**src/rtl/fetch_pc_gen.sv**
```systemverilog
// ---------------------------------------------------------------------------
// fetch_pc_gen
//
// Front end of the fetch stage. Owns the fetch PC, issues single-word reads
// to instruction memory over a req/gnt/rvalid handshake (at most one read
// outstanding), and presents each returned instruction together with its PC
// to the decode pipeline register. Decode stalls hold the presented entry;
// branch/jump redirects flush it and discard any read still in flight.
//
// Parameters
//   PC_W      PC / address width (instruction data is always 32 bits)
//   RESET_PC  first fetch address after reset
//
// Ports
//   clk, rst_n       rising-edge clock, asynchronous active-low reset
//   stall_d          decode stall, holds the current if_* entry
//   redirect_valid   taken branch/jump this cycle
//   redirect_pc      redirect target
//   imem_req/addr    read request (combinational) and address (= fetch PC)
//   imem_gnt         request accepted when imem_req & imem_gnt
//   imem_rvalid/data read response
//   if_valid         if_pc / if_instr hold a valid instruction
//   if_pc            PC of the presented instruction
//   if_pc_plus4      if_pc + 4, wrapping
//   if_instr         presented instruction
//   fetch_misalign   (FETCH_ALIGN_CHECK_EN only) misaligned redirect seen
//
// Build option
//   FETCH_ALIGN_CHECK_EN  when defined, a redirect to a non word-aligned
//   target raises fetch_misalign and blocks fetching until an aligned
//   redirect arrives. When undefined, the low two target bits are dropped.
// ---------------------------------------------------------------------------
module fetch_pc_gen #(
    parameter int              PC_W     = 32,
    parameter logic [PC_W-1:0] RESET_PC = 32'h0040_0020
) (
    input  logic            clk,
    input  logic            rst_n,
    input  logic            stall_d,
    input  logic            redirect_valid,
    input  logic [PC_W-1:0] redirect_pc,
    output logic            imem_req,
    output logic [PC_W-1:0] imem_addr,
    input  logic            imem_gnt,
    input  logic            imem_rvalid,
    input  logic [31:0]     imem_rdata,
    output logic            if_valid,
    output logic [PC_W-1:0] if_pc,
    output logic [PC_W-1:0] if_pc_plus4,
    output logic [31:0]     if_instr
`ifdef FETCH_ALIGN_CHECK_EN
    ,
    output logic            fetch_misalign
`endif
);

    typedef enum logic [1:0] {
        S_BOOT = 2'd0,
        S_REQ  = 2'd1,
        S_WAIT = 2'd2,
        S_DROP = 2'd3
    } state_e;

    localparam logic [PC_W-1:0] ALIGN_MASK = {{(PC_W-2){1'b1}}, 2'b00};
    localparam logic [PC_W-1:0] PC_STEP    = PC_W'(4);

    state_e          state_q, state_d;
    logic [PC_W-1:0] fetch_pc_q, fetch_pc_d;
    logic [PC_W-1:0] req_pc_q, req_pc_d;
    logic            if_valid_q, if_valid_d;
    logic [PC_W-1:0] if_pc_q, if_pc_d;
    logic [31:0]     if_instr_q, if_instr_d;

    logic [PC_W-1:0] redir_target_s;
    logic            misalign_s;
    logic            req_s;
    logic            grant_s;

    // Redirect targets are always word aligned internally.
    assign redir_target_s = redirect_pc & ALIGN_MASK;

`ifdef FETCH_ALIGN_CHECK_EN
    logic misalign_q, misalign_d;
    logic redir_misalign_s;

    assign redir_misalign_s = |redirect_pc[1:0];
    assign misalign_s       = misalign_q;
    assign fetch_misalign   = misalign_q;

    // Misalign flag is replaced on every redirect and held otherwise.
    always_comb begin
        misalign_d = misalign_q;
        if (redirect_valid) begin
            misalign_d = redir_misalign_s;
        end else begin
            misalign_d = misalign_q;
        end
    end

    // Misalign flag register.
    always_ff @(posedge clk or negedge rst_n) begin
        if (!rst_n) begin
            misalign_q <= 1'b0;
        end else begin
            misalign_q <= misalign_d;
        end
    end
`else
    assign misalign_s = 1'b0;
`endif

    // A request is only issued when the output slot is free or being drained,
    // which is what guarantees a response never meets a stalled full slot.
    assign req_s   = (state_q == S_REQ) & ~redirect_valid
                   & (~if_valid_q | ~stall_d) & ~misalign_s;
    assign grant_s = req_s & imem_gnt;

    // Next-state logic for the FSM, fetch PC and decode-facing entry.
    always_comb begin
        state_d    = state_q;
        fetch_pc_d = fetch_pc_q;
        req_pc_d   = req_pc_q;
        if_pc_d    = if_pc_q;
        if_instr_d = if_instr_q;

        // Consume: the entry leaves when decode is not stalling.
        if (if_valid_q && !stall_d) begin
            if_valid_d = 1'b0;
        end else begin
            if_valid_d = if_valid_q;
        end

        if (redirect_valid) begin
            // Flush wins over stall and over any load this cycle.
            fetch_pc_d = redir_target_s;
            if_valid_d = 1'b0;
            case (state_q)
                S_WAIT, S_DROP: begin
                    // A response landing now is simply discarded.
                    state_d = imem_rvalid ? S_REQ : S_DROP;
                end
                default: begin
                    state_d = grant_s ? S_DROP : S_REQ;
                end
            endcase
        end else begin
            case (state_q)
                S_BOOT: begin
                    state_d = S_REQ;
                end
                S_REQ: begin
                    if (grant_s) begin
                        req_pc_d   = fetch_pc_q;
                        fetch_pc_d = fetch_pc_q + PC_STEP;
                        state_d    = S_WAIT;
                    end else begin
                        state_d    = S_REQ;
                    end
                end
                S_WAIT: begin
                    if (imem_rvalid) begin
                        if_valid_d = 1'b1;
                        if_pc_d    = req_pc_q;
                        if_instr_d = imem_rdata;
                        state_d    = S_REQ;
                    end else begin
                        state_d    = S_WAIT;
                    end
                end
                S_DROP: begin
                    if (imem_rvalid) begin
                        state_d = S_REQ;
                    end else begin
                        state_d = S_DROP;
                    end
                end
                default: begin
                    state_d = S_BOOT;
                end
            endcase
        end
    end

    // State and datapath registers.
    always_ff @(posedge clk or negedge rst_n) begin
        if (!rst_n) begin
            state_q    <= S_BOOT;
            fetch_pc_q <= RESET_PC;
            req_pc_q   <= '0;
            if_valid_q <= 1'b0;
            if_pc_q    <= '0;
            if_instr_q <= 32'h0000_0000;
        end else begin
            state_q    <= state_d;
            fetch_pc_q <= fetch_pc_d;
            req_pc_q   <= req_pc_d;
            if_valid_q <= if_valid_d;
            if_pc_q    <= if_pc_d;
            if_instr_q <= if_instr_d;
        end
    end

    assign imem_req    = req_s;
    assign imem_addr   = fetch_pc_q;
    assign if_valid    = if_valid_q;
    assign if_pc       = if_pc_q;
    assign if_pc_plus4 = if_pc_q + PC_STEP;
    assign if_instr    = if_instr_q;

endmodule

```
**config.mk**
```make
export PLATFORM = sky130hd
export DESIGN_NAME = fetch_pc_gen
export DESIGN_NICKNAME = d
export VERILOG_FILES = /design/src/rtl/fetch_pc_gen.sv
export SDC_FILE = /design/constraint.sdc
export NUM_CORES = 1
export LEC_CHECK = 0
export CAP_MARGIN = 20
export CORE_ASPECT_RATIO = 2
export CORE_MARGIN = 2
export CORE_UTILIZATION = 41
export CTS_CLUSTER_SIZE = 30
export DETAILED_ROUTE_END_ITERATION = 10
export HOLD_SLACK_MARGIN = 0.06
export PLACE_DENSITY = 0.8
export SYNTH_ARGS = -nofsm -noshare
export SYNTH_HDL_FRONTEND = slang
export SYNTH_SLANG_ARGS = --single-unit
```
**constraint.sdc**
```tcl
create_clock -name clk -period 2.1 [get_ports clk]
set_input_delay 0.42 -clock clk [delete_from_list [all_inputs] [get_ports clk]]
set_output_delay 0.42 -clock clk [all_outputs]
set_load 0.03 [all_outputs]
```
==> results.yml, run 1 <==
status:
  status: "finished, violations left"
  violations: "setup timing"
critical_path:
  cp.arrival_ps: 2450
  critPathCaptureType: "primary output"
  r2r_slack_ps: 130
  worstRegToRegCells: 6
  cp.required_ps: 1680
  reg2reg_from: "state_q[1]"
  r2r_end: "imem_addr[31]"
  crit_start: "if_pc[2]"
  path_class: "flop to primary output"
  cp-start-kind: "flop"
  critPathMaxFanout: 4
placed_design:
  dpl_cell_area_sq_um: 8900
  io_buffers: 191
  place_hpwl_mm: 12.6
  dp_slack_ps: -353
  gp_congestion: 0.884
synth:
  syn_area_sq_um: 5900
  synth_cell_types: 44
  synth_fa_ha_area_share_pct: 0.424
  avgSynthCellArea_sq_um: 10.4
  async_reset_ff_share_pct: 100
  ys_seq_elements: 125
  yosys_most_used_dff: "dfrtp_1"
  synthMuxAreaShare_pct: 11.5
  syn_inst: 566
  synthXorXnorAreaFrac_pct: 4.60
  synth_top_family_by_area: "simple AND/OR/NAND/NOR gates"
  synth-edff-count: 0
  synth_compound_area_share_pct: 7.43
  yosysWarnings: 0
  ys_seq_area_share_pct: 53.1
  yosys.area_share.simple_pct: 19.8
pwr:
  seqPwrFrac_pct: 33.1
  combPwrFrac_pct: 39.3
  p_per_area_nw_per_um2: 1050
  peakVddDrop_uv: 637
  p_sw_w: 0.00393
  finalPower_w: 0.0104
  p_clk_share_pct: 27.6
  switching_share_pct: 37.8
  power.leakage_nw: 4.76
  p_int_w: 0.00646
drt:
  drtIter0Drc: 619
  routed_via_density: 5.55
  wirelength_mm: 21.5
  drt_first_pass_iters: 6
  remaining_drc_errors: 0
  antenna_left: 0
  via_count: 5842
  drt-wirelength-per-cell_microns: 20.4
sta:
  hold_violations: 0
  tns_ps: -10910
  clock_skew_ps: 9.84
  fmax_mhz: 348
  timing.final.ws_setup_ps: -775
  tightest_slew_ps: 606
  slew_headroom_pct: 59.6
  rsz0062_at_grt: "true"
  setup_viol: 24
  whs_ps: 478
  timing.final.crit_share_pct: 137
  slew_viol_final: 0
  fin_crit_ps: 2870
global_routing:
  antenna_found_initial: 0
  grt_pass1_vias: 5745
  grt_usage_pct: 25.6
  grt_pass1_wl_mm: 30.3
  grt_overflow: 0
  grt_max_degree: 44
clock_tree:
  root_buffer: "clkbuf_16"
  clock_latency_ps: 420
  cts.sinks: 125
  numCtsBuffers: 17
  path_clk_slew_ps: 60
  cts_buffer_depth: 2
  cts_htree_levels: 4
  cts_tree: "done"
die:
  ioPinCount: 200
  dieWidth_microns: 88.8
  die-area_sq_um: 15400
  initial_core_util_pct: 41.5
  fp.dieH_microns: 174
  placementRows: 62
  coreArea_sq_um: 14200
layout:
  final_area_sq_um: 9850
  layout_common_cells: "clkdlybuf4s50_1, nand2_1, dfrtp_1, buf_4, mux2_2"
  final_common_cell: "clkdlybuf4s50_1"
  num_antenna_cells: 0
  drive_above_1_share_pct: 34.9
  final_nets: 919
  areaGrowthSynthToFinish_pct: 67.1
min_path:
  hp-class: "flop to flop"
  hold_depth: 2
  hold_end: "req_pc_q[4]"
  worstHoldStart: "req_pc_q[4]"
run:
  drv_cap: 0
-- cells by family (layout without fill, tap and decap cells) --
family	Yosys count	after routing
DFF	125	125
and+or+nand+nor	244	244
adders and majority gates	2	2
other	1	6
muxes	60	60
xor gates and xnor gates	31	31
AOI/OAI and AO/OA	63	63
buffers and inverters	40	329
-- power by group through the flow --
stage	Sequential (W)	Combinational [W]	Clock, W
final	0.00344	0.00408	0.00287
after global routing	0.00350	0.00427	0.00299
after CTS	0.00338	0.00398	0.00287
after detailed placement	0.00340	0.00390	0
after global placement	0.00336	0.00382	0
after floorplan	0.00423	0.00120	0
-- through the flow --
| stage | util [%] | cells |
|---|---|---|
| final | 69.4 | 1052 |
| after global routing | 69.4 | 1052 |
| after CTS | 68.6 | 1048 |
| after detailed placement | 62.7 | 1006 |
| after global placement | 62.7 | 1006 |
| after floorplan | - | 571 |
-- synthesized netlist by cell type, types with 2 or more instances --
| cell | count | area [sq um] |
|---|---|---|
| xor2_1 | 12 | 105 |
| o211ai_1 | 3 | 22.5 |
| a221o_1 | 6 | 60.1 |
| nand4_1 | 16 | 100 |
| a21oi_1 | 2 | 10.0 |
| o21ai_0 | 23 | 115 |
| buf_4 | 6 | 45.0 |
| nand3_1 | 26 | 130 |
| and2_1 | 7 | 43.8 |
| mux2_2 | 60 | 676 |
| dfrtp_1 | 123 | 3080 |
| buf_2 | 9 | 45.0 |
| ha_1 | 2 | 25.0 |
| buf_1 | 2 | 7.51 |
| nor2_1 | 20 | 75.1 |
| dfstp_2 | 2 | 52.6 |
| inv_1 | 5 | 18.8 |
| a32oi_1 | 3 | 26.3 |
| o311ai_0 | 9 | 78.8 |
| nor3_1 | 6 | 30.0 |
| nand4b_1 | 2 | 17.5 |
| xnor2_1 | 19 | 166 |
| nand2_1 | 138 | 518 |
| a31o_2 | 2 | 17.5 |
| a22oi_1 | 3 | 22.5 |
| and3_1 | 10 | 62.6 |
| clkbuf_1 | 17 | 63.8 |
| nor4_4 | 2 | 42.5 |
| and4_1 | 4 | 35.0 |
| a31oi_1 | 6 | 37.5 |
| nand2b_1 | 2 | 12.5 |
| a21o_1 | 4 | 30.0 |
| a41oi_1 | 2 | 17.5 |
| nor4_1 | 2 | 12.5 |
| and2_2 | 2 | 15.0 |
-- worst max path at each step --
stage,cells after the start,end,slack (ps)
4_1_cts,7,if_pc_plus4[24],-550
3_5_place_dp,7,imem_addr[31],-350
6_report,8,if_pc_plus4[18],-770
2_1_floorplan,6,if_pc_plus4[26],-110
5_1_grt,8,if_pc_plus4[18],-820
3_3_place_gp,7,imem_addr[28],-340
-- layer usage --
layer | track usage [%] | routed length, microns
met5 | 0 | 0
met2 | 41.6 | 10800
met4 | 12.1 | 1080
met1 | 32.1 | 7840
met3 | 4.62 | 1730
-- flip-flops by register name, summed over array words and instances (netlist names) --
register   flops
if_instr      32
if_pc         30
imem_addr     30
req_pc_q      30
state_q        2
if_valid       1
-- what timing repair did --
| item | in CTS | in global routing |
|---|---|---|
| setup buffers | 9 | 5 |
| hold endpoints to repair | 38 | 0 |
| resized for setup | 79 | 24 |
| endpoints found under the setup margin | 38 | 39 |
| hold buffers | 1 | 0 |
| pin swaps | 24 | 16 |
-- final cells by class --
class / count / area [sq um]
Clock buffer: 19 / 443
Clock inverter: 13 / 133
Fill cell: 955 / 4340
Inverter: 5 / 18.8
Multi-Input combinational cell: 406 / 3090
Sequential cell: 125 / 3150
Tap cell: 192 / 240
Timing Repair Buffer: 292 / 2780
-- worst max-delay path, stage by stage (launching register included) --
cell     delay, ps
dfrtp_2        410
ha_4           140
nand4_1        170
nor3_4         350
buf_6          150
buf_6          120
nand4_1        260
xnor2_2        260
buf_6          160
Power figures use the tool's default switching activity.
==> inputs of run 2 (changes only) <==
--- a/config.mk
+++ b/config.mk
@@ -8,11 +8,11 @@
 export CAP_MARGIN = 20
 export CORE_ASPECT_RATIO = 2
 export CORE_MARGIN = 2
-export CORE_UTILIZATION = 41
+export CORE_UTILIZATION = 30
 export CTS_CLUSTER_SIZE = 30
 export DETAILED_ROUTE_END_ITERATION = 10
 export HOLD_SLACK_MARGIN = 0.06
-export PLACE_DENSITY = 0.8
+export PLACE_DENSITY = 0.63
 export SYNTH_ARGS = -nofsm -noshare
 export SYNTH_HDL_FRONTEND = slang
 export SYNTH_SLANG_ARGS = --single-unit
==> results.yml, run 2 (synthesized netlist as in run 1, its figures left out) <==
critical_path:
  crit_chain: "buf_6, nand3_4, nor4_4, buf_4, and3_4, nand4_1, xnor2_4, buf_6"
  crit_top_cell: "buf_6"
  critPathCaptureType: "primary output"
  crit_start: "if_pc[3]"
  critPathMaxFanout: 3
  r2r_end: "imem_addr[31]"
  worstRegToRegCells: 6
  timing.critical_path.buf_inv: 3
  cp.required_ps: 1680
  cp.arrival_ps: 2100
  reg2reg_from: "imem_addr[17]"
  r2r_slack_ps: 130
  endpoint: "if_pc_plus4[27]"
  crit_slowest_cell: "dfrtp_2"
  cp-start-kind: "flop"
  cp_num_cells: 8
  cp_top_family: "simple AND/OR/NAND/NOR gates"
  path_class: "flop to primary output"
  crit_path_max_incr_delay_ps: 400
clock_tree:
  cts_buffer_depth: 2
  cts.sinks: 125
  cts_tree: "done"
  numCtsBuffers: 17
  root_buffer: "clkbuf_16"
  clock_latency_ps: 410
  path_clk_slew_ps: 50
  cts_htree_levels: 4
sta:
  timing.final.ws_setup_ps: -417
  hold_violations: 0
  setup_viol: 25
  slew_viol_final: 0
  whs_ps: 466
  fin_crit_ps: 2520
  fmax_mhz: 397
  clock_skew_ps: 11.9
  tns_ps: -7260
  rsz0062_at_grt: "true"
  slew_headroom_pct: 41.3
  timing.final.crit_share_pct: 120
  tightest_slew_ps: 877
status:
  status: "finished, violations left"
  violations: "setup timing"
drt:
  routed_via_density: 4.73
  drt-wirelength-per-cell_microns: 15.7
  wirelength_mm: 17.3
  via_count: 5206
  drtIter0Drc: 127
  antenna_left: 0
  remaining_drc_errors: 0
  drt_first_pass_iters: 5
min_path:
  hp-class: "flop to flop"
  hold_depth: 2
layout:
  final_common_cell: "clkdlybuf4s50_1"
  largest_reg_flops: 32
  final_area_sq_um: 9750
  layout_common_cells: "clkdlybuf4s50_1, nand2_1, dfrtp_1, buf_4, mux2_2"
  drive_above_1_share_pct: 32.7
  areaGrowthSynthToFinish_pct: 65.3
  final_nets: 900
pwr:
  power.leakage_nw: 4.54
  finalPower_w: 0.0102
  peakVddDrop_uv: 466
  p_per_area_nw_per_um2: 1040
placed_design:
  io_buffers: 191
  dpl_cell_area_sq_um: 8880
  place_hpwl_mm: 13.3
  gp_congestion: 0.812
die:
  die-area_sq_um: 20900
  dieWidth_microns: 103
  fp.dieH_microns: 202
  placementRows: 72
  initial_core_util_pct: 30.6
  ioPinCount: 200
  coreArea_sq_um: 19300
global_routing:
  grt_usage_pct: 17.0
  antenna_found_initial: 1
  grt_pass1_wl_mm: 27.3
  grt_overflow: 0
  grt_pass1_vias: 5129
  grt_max_degree: 51
run:
  drv_cap: 0
==> run 2: timing repair <==
action	CTS	global route
hold buffers	1	0
setup endpoints to repair	40	39
setup buffers	6	5
gates resized for setup	59	23
pin swaps	13	7
endpoints found under the hold margin	37	0
cloned	0	0
==> run 2: worst min-delay path by stage <==
| stage | slack (ps) | startpoint | endpoint |
|---|---|---|---|
| global placement | 350 | rst_n | imem_addr[4] |
| detailed placement | 360 | rst_n | imem_addr[4] |
| finish | 470 | req_pc_q[25] | req_pc_q[25] |
| global route | 490 | req_pc_q[3] | req_pc_q[3] |
| floorplan | 120 | rst_n | if_instr[0] |
| CTS | 470 | req_pc_q[25] | req_pc_q[25] |
==> run 2: layer usage <==
layer / track usage, % / vias to the layer above / wire, microns
met2: 30.7 / 152 / 9760
met5: 0 / - / 0
met3: 3.08 / 29 / 700
li1: - / 2503 / -
met1: 18.4 / 2522 / 6320
met4: 8.13 / 0 / 505
==> run 2: worst min-delay path: stages (launching register included) <==
cell and delay, ps:
dfrtp_1 330, nand2_1 50, nand2_1 50
==> run 2: stage by stage <==
stage | worst slack [ps] | std cells | util (%)
final | -417 | 1100 | 50.6
after global routing | -516 | 1100 | 50.6
after CTS | -487 | 1095 | 50.0
after detailed placement | -319 | 1058 | 46.1
after global placement | -308 | 1058 | 46.1
after floorplan | -105 | 571 | -
==> run 2: power breakdown <==
group / internal [W] / total (W) / switching, W
Sequential: 0.00297 / 0.00337 / 0.000399
Combinational: 0.00180 / 0.00393 / 0.00213
Clock: 0.00185 / 0.00289 / 0.00104
==> run 2: layout make-up <==
class	count	area, sq um
Antenna cell	1	2.50
Clock buffer	19	433
Sequential cell	125	3150
Clock inverter	12	148
Inverter	5	18.8
Timing Repair Buffer	273	2640
Tap cell	259	324
Fill cell	1830	9530
Multi-Input combinational cell	406	3030
==> inputs of run 3 (changes only) <==
--- a/config.mk
+++ b/config.mk
@@ -5,12 +5,14 @@
 export SDC_FILE = /design/constraint.sdc
 export NUM_CORES = 1
 export LEC_CHECK = 0
+export ABC_CLOCK_PERIOD_IN_PS = 2100
 export CAP_MARGIN = 20
 export CORE_ASPECT_RATIO = 2
 export CORE_MARGIN = 2
 export CORE_UTILIZATION = 30
 export CTS_CLUSTER_SIZE = 30
 export DETAILED_ROUTE_END_ITERATION = 10
+export GPL_ROUTABILITY_DRIVEN = 0
 export HOLD_SLACK_MARGIN = 0.06
 export PLACE_DENSITY = 0.63
 export SYNTH_ARGS = -nofsm -noshare
==> results of run 3 <==
Same layout as run 2: the final DEF is identical, and so are final timing and power.
